### src/rtl/jam_pkg.sv
// jam_pkg: shared constants and types for the permutation sequencer.
//   N    - number of workers / jobs
//   IDXW - job index width (clog2(N))
//   CNTW - width of the accepted-permutation counter (holds N!)
//   state_t - sequencer FSM states
//   perm_t  - one job index per worker, worker k at element k
package jam_pkg;
    localparam int N    = 8;
    localparam int IDXW = 3;
    localparam int CNTW = 16;

    typedef enum logic [2:0] {
        S_IDLE,
        S_EMIT,
        S_PIVOT,
        S_SUCC,
        S_SWAP,
        S_REV,
        S_DONE
    } state_t;

    typedef logic [N-1:0][IDXW-1:0] perm_t;
endpackage

### src/rtl/jam_suffix_reverse.sv
// jam_suffix_reverse: combinational reversal of the permutation suffix
// that follows the pivot.
//   i_perm - permutation, element k = job of worker k
//   i_piv  - pivot index; elements i_piv+1 .. N-1 are reversed
//   o_perm - permutation with that suffix reversed, prefix unchanged
module jam_suffix_reverse #(
    parameter int N    = 8,
    parameter int IDXW = 3
) (
    input  logic [N-1:0][IDXW-1:0] i_perm,
    input  logic [IDXW-1:0]        i_piv,
    output logic [N-1:0][IDXW-1:0] o_perm
);
    logic [IDXW-1:0] w_src;

    always_comb begin
        w_src  = '0;
        o_perm = i_perm;
        for (int k = 0; k < N; k++) begin
            // Position k in the suffix mirrors position (N-1) - (k-(piv+1)).
            if (k > int'(i_piv)) begin
                w_src     = IDXW'(N + int'(i_piv) - k);
                o_perm[k] = i_perm[w_src];
            end
        end
    end
endmodule

### src/rtl/jam_perm_sequencer.sv
// jam_perm_sequencer: enumerates all N! job-to-worker assignments in
// increasing lexicographic order (identity first, descending last) and
// offers each one downstream over valid/ready.
//   CLK, RST             - clock, synchronous active-high reset
//   start                - begin a full enumeration (from IDLE or DONE)
//   abort                - return to IDLE with reset values, any state
//   perm                 - current permutation, worker k at [k*IDXW +: IDXW]
//   perm_valid/ready     - downstream handshake
//   perm_last            - offered perm is the final (descending) one
//   perm_count           - permutations accepted so far
//   busy                 - enumeration in progress (not IDLE/DONE)
//   done                 - enumeration complete
module jam_perm_sequencer #(
    parameter int N    = jam_pkg::N,
    parameter int IDXW = jam_pkg::IDXW,
    parameter int CNTW = jam_pkg::CNTW
) (
    input  logic                CLK,
    input  logic                RST,
    input  logic                start,
    input  logic                abort,
    output logic [N*IDXW-1:0]   perm,
    output logic                perm_valid,
    input  logic                perm_ready,
    output logic                perm_last,
    output logic [CNTW-1:0]     perm_count,
    output logic                busy,
    output logic                done
);
    import jam_pkg::*;

    typedef logic [N-1:0][IDXW-1:0] lperm_t;

    function automatic lperm_t identity();
        lperm_t f;
        for (int k = 0; k < N; k++) f[k] = IDXW'(k);
        return f;
    endfunction

    state_t          r_state, w_state_nxt;
    lperm_t          r_perm, w_perm_nxt, w_rev;
    logic [IDXW-1:0] r_i, w_i_nxt;
    logic [IDXW-1:0] r_j, w_j_nxt;
    logic [CNTW-1:0] r_cnt, w_cnt_nxt;
    logic            r_valid, r_busy, r_done;
    logic            w_desc;

    jam_suffix_reverse #(.N(N), .IDXW(IDXW)) u_rev (
        .i_perm (r_perm),
        .i_piv  (r_i),
        .o_perm (w_rev)
    );

    always_comb begin
        w_desc = 1'b1;
        for (int k = 0; k < N; k++)
            if (r_perm[k] != IDXW'(N - 1 - k)) w_desc = 1'b0;
    end

    always_comb begin
        w_state_nxt = r_state;
        w_perm_nxt  = r_perm;
        w_i_nxt     = r_i;
        w_j_nxt     = r_j;
        w_cnt_nxt   = r_cnt;
        case (r_state)
            S_IDLE, S_DONE: begin
                if (start) begin
                    w_perm_nxt  = identity();
                    w_cnt_nxt   = '0;
                    w_state_nxt = S_EMIT;
                end
            end
            S_EMIT: begin
                if (perm_ready) begin
                    w_cnt_nxt = r_cnt + CNTW'(1);
                    if (w_desc) begin
                        w_state_nxt = S_DONE;
                    end else begin
                        w_i_nxt     = IDXW'(N - 2);
                        w_state_nxt = S_PIVOT;
                    end
                end
            end
            S_PIVOT: begin
                // Never underflows: the descending perm exits from EMIT.
                if (r_perm[r_i] < r_perm[r_i + 1'b1]) begin
                    w_j_nxt     = IDXW'(N - 1);
                    w_state_nxt = S_SUCC;
                end else begin
                    w_i_nxt = r_i - 1'b1;
                end
            end
            S_SUCC: begin
                if (r_perm[r_j] > r_perm[r_i]) w_state_nxt = S_SWAP;
                else                           w_j_nxt     = r_j - 1'b1;
            end
            S_SWAP: begin
                w_perm_nxt[r_i] = r_perm[r_j];
                w_perm_nxt[r_j] = r_perm[r_i];
                w_state_nxt     = S_REV;
            end
            S_REV: begin
                w_perm_nxt  = w_rev;
                w_state_nxt = S_EMIT;
            end
            default: w_state_nxt = S_IDLE;
        endcase
        // abort outranks everything, including a simultaneous start.
        if (abort) begin
            w_state_nxt = S_IDLE;
            w_perm_nxt  = identity();
            w_i_nxt     = '0;
            w_j_nxt     = '0;
            w_cnt_nxt   = '0;
        end
    end

    always_ff @(posedge CLK) begin
        if (RST) begin
            r_state <= S_IDLE;
            r_perm  <= identity();
            r_i     <= '0;
            r_j     <= '0;
            r_cnt   <= '0;
            r_valid <= 1'b0;
            r_busy  <= 1'b0;
            r_done  <= 1'b0;
        end else begin
            r_state <= w_state_nxt;
            r_perm  <= w_perm_nxt;
            r_i     <= w_i_nxt;
            r_j     <= w_j_nxt;
            r_cnt   <= w_cnt_nxt;
            // Status flags are decoded from the next state so they are registered.
            r_valid <= (w_state_nxt == S_EMIT);
            r_busy  <= (w_state_nxt != S_IDLE) && (w_state_nxt != S_DONE);
            r_done  <= (w_state_nxt == S_DONE);
        end
    end

    assign perm       = r_perm;
    assign perm_valid = r_valid;
    assign perm_last  = r_valid & w_desc;
    assign perm_count = r_cnt;
    assign busy       = r_busy;
    assign done       = r_done;
endmodule

### config.mk
export PLATFORM = sky130hd
export DESIGN_NAME = jam_perm_sequencer
export DESIGN_NICKNAME = d
export VERILOG_FILES = /design/src/rtl/jam_pkg.sv /design/src/rtl/jam_suffix_reverse.sv /design/src/rtl/jam_perm_sequencer.sv
export SDC_FILE = /design/constraint.sdc
export NUM_CORES = 1
export LEC_CHECK = 0
export BUFFER_PORTS_ARGS = -buffer_cell sky130_fd_sc_hd__buf_2
export CAP_MARGIN = 20
export CORE_MARGIN = 5
export CORE_UTILIZATION = 66
export DETAILED_ROUTE_END_ITERATION = 16
export PLACE_DENSITY = 0.87
export SETUP_SLACK_MARGIN = 0.5
export SYNTH_ARGS = -nofsm -noshare
export SYNTH_HDL_FRONTEND = slang
export SYNTH_HIERARCHICAL = 1
export SYNTH_SLANG_ARGS = --single-unit
### constraint.sdc
create_clock -name CLK -period 5.1 [get_ports CLK]
set_input_delay 0.255 -clock CLK [delete_from_list [all_inputs] [get_ports CLK]]
set_output_delay 0.255 -clock CLK [all_outputs]
set_load 0.01 [all_outputs]
==> run metrics <==
CORE AREA 7687 µm²; final setup vio count 0; Least-Margin Pin Slew 942.8 ps; Primary FF master, synth dfxtp_1; peak supply drop 108.3 µV; worst-case clock buffer depth 2; met3 routed wirelength 2.267 mm; Worst R2R Path Depth 8; maximum clock rate 0.2763 GHz; R2R Setup Slk 1480 ps; die area 9748 µm²; routability cong. 0.9859; Required @ worst endpoint 5320 ps; Leak 2.079 nW; clock root buffer master clkbuf_8; HP Class primary input to flop; Critical Path End Type flop; Syn-to-layout area delta 5.538%; share of cells above drive strength 1 18.58%; M1 wire length 6.301 mm; post-CTS sizing 0; TNS Setup 0 ps; largest net degree at the start of global routing 47; postcts setup bufs 0; initial antenna violation count 0; top fanout value on the critical path 21; top-area cell type share of the netlist area 20.03%; Final #Nets 658; wire per inst 23.19 µm; status completed; Detailed Routing Iterations Pass 1 9; Setup crit start r_i[1]; diode count 0; critical path arrival 3840 ps; Final Critical Period 3620 ps; Ports 49; most area-hungry cell type in the Yosys netlist dfxtp_1; Worst Path Buf+Inv 1; DRT Wirelength 17.09 mm; Pwr per Cell Area 152.5 nW/µm²; Initial Util 67.59%; remaining antenna violation count 0; Worst-path clk slew 110 ps; EDFF count, synth 0; Final Hold Fails 0; worst skew pair latency 320 ps; Cells after Synth 612; yosys warns 6; Max Cap Viol 0; Inserted Clock Buffers 5; row cnt 32; dpl cell area 5380 µm²; first-pass GRT wire length 26.62 mm; Cell variety after synth 82; CTS H-tree lvls 2; vias per cell 7.396; CP startpoint kind flop; Post-Syn Area 5196 µm²; worst path cell trace inv_1, ha_1, mux2_2, o22ai_1, o31ai_1, a221o_1, o21a_1, o22a_1; Syn Area/Cell 8.491 µm²; critical path's top delay family compound AO/OA/AOI/OAI gates; final instance area 5484 µm²; GRT Overall Usage 33.98%; First DRT Iteration DRCs 926; Levels on crit path 8; via count 5451; Top Layer Used met4; Crit path largest cell delay 890 ps; die width 98.73 µm; post-DP HPWL 11.81 mm; Worst slew margin 36.72%; Critical R2R Launch r_i[1]; RSZ-0062 raised after global routing false; cts hold-fix bufs 0; worst hold margin 115.9 ps; vias in the first global route 4991; Yosys reg bits 52; Residual DRC 0; fin crit share 70.97%; Synth area leaders dfxtp_1 20%, mux2i_1 7.9%, mux4_2 6.5%; Die Y 98.73 µm; Seq/Total Area, Yosys 20.03%; CP max stage cell ha_1; Slew Viols, Final 0; Post-Route Utilization 71.34%; Clock Skew 7.772 ps; Post-Syn Nets 636; clk sink count 52; CTS tree yes; worst reg2reg endpoint perm[9]; CP endpoint perm[9]; WL met2 7.308 mm; Setup Crit Path Kind flop to flop; gr ovfl total 0; # port buffers 48; ys async rst share 0%
[state kept, by name (all words and copies together) (netlist names)]
name	cells
r_i	3
perm_count	16
r_j	3
done	1
busy	1
perm	24
perm_valid	1
r_state	3
[synth_stat cells (5+ instances only)]
cell type  count
nand2_1       53
dfxtp_1       52
nor2_1        47
mux2i_1       41
a21oi_1       40
o21ai_0       26
inv_1         23
ha_1          19
a221oi_1      18
mux2_2        18
clkbuf_1      15
mux4_2        15
o22ai_1       14
nand3_1       12
nor3_1        12
nand2b_1      11
and3_1        10
buf_2         10
nor2b_1       10
xnor2_1       10
a221o_1        9
xor2_1         9
mux4_1         8
a211o_1        7
nand4_1        7
o21ai_1        7
a22oi_1        6
o21a_1         6
o31ai_1        6
buf_1          5
[worst reg2reg max path: stages (launching register included)]
cell	delay [ps]
dfxtp_1	850
inv_1	280
ha_1	890
mux2_2	430
o22ai_1	180
o31ai_1	120
a221o_1	380
o21a_1	180
o22a_1	200
[kinds of logic (layout without fill, tap and decap cells)]
family / after synthesis / count (layout) / synth area share, %
XOR/XNOR: 19 / 19 / 3.203
adder cells (fa/ha/maj): 20 / 20 / 4.768
flip-flops: 52 / 52 / 20.03
AND/OR/NAND/NOR: 193 / 193 / 18.93
multiplexers: 83 / 83 / 22.56
buffers and inverters: 67 / 90 / 6.309
AO/OA/AOI/OAI: 178 / 178 / 24.20
[stage by stage]
stage / std cells / setup WS [ps] / total power, mW
finish: 737 / 1480 / 0.8366
global route: 737 / 1325 / 0.8658
CTS: 736 / 1586 / 0.8263
detailed placement: 728 / 1608 / 0.5770
global placement: 728 / 1693 / 0.5725
floorplan: 612 / 1932 / 0.5343
[final cells by class]
type,instances,area [µm²]
multi-input combinational,493,3827
fill,650,2203
sequential,52,1042
timing repair buffer,54,285.3
tap,102,127.6
inverter,28,105.1
clock buffer,5,68.82
clock inverter,3,27.53
[power breakdown]
part           internal [mW]  leakage, nW  switching, mW
clock network          0.101       0.0463          0.160
logic                 0.0557         1.61         0.0833
registers              0.412        0.422         0.0251
total                  0.569         2.08          0.268
[cells in the final DEF, fill, tap and decap left out, drive strengths merged, types with 3 or more instances in the layout]
cell type,Yosys,layout
a31oi,4,4
or2,3,3
nand3,14,14
o22ai,14,14
or3,3,3
o211ai,3,3
and2,4,4
a21o,4,4
a211o,7,7
nand2,55,55
nor2b,10,10
o21a,6,6
a31o,3,3
mux4,23,23
clkbuf,16,5
ha,19,19
a22oi,6,6
clkinv,2,3
inv,26,27
mux2i,41,41
mux2,19,19
buf,23,54
nor2,47,47
o2111ai,3,3
nand2b,11,11
xnor2,10,10
o31ai,6,6
and3,10,10
a221o,9,9
nand4,7,7
a211oi,4,4
nor3,13,13
o21ai,33,33
a21oi,41,41
nor3b,5,5
dfxtp,52,52
xor2,9,9
a221oi,18,18
[worst min-delay path by stage]
stage | from | end | slack (ps) | depth (start not counted)
floorplan | RST | r_state[1] | 330 | 1
global placement | RST | r_state[1] | 460 | 2
detailed placement | RST | r_state[1] | 460 | 2
CTS | RST | r_state[1] | 120 | 2
global route | RST | r_state[1] | 140 | 2
finish | RST | r_state[1] | 120 | 2
[routing by layer]
layer,global-route usage (%),up-vias
met4,18.59,0
met5,0,-
met2,52.37,436
met1,44.36,2504
met3,7.360,130
li1,-,2381
No activity file was read; power rests on OpenSTA's default activity.
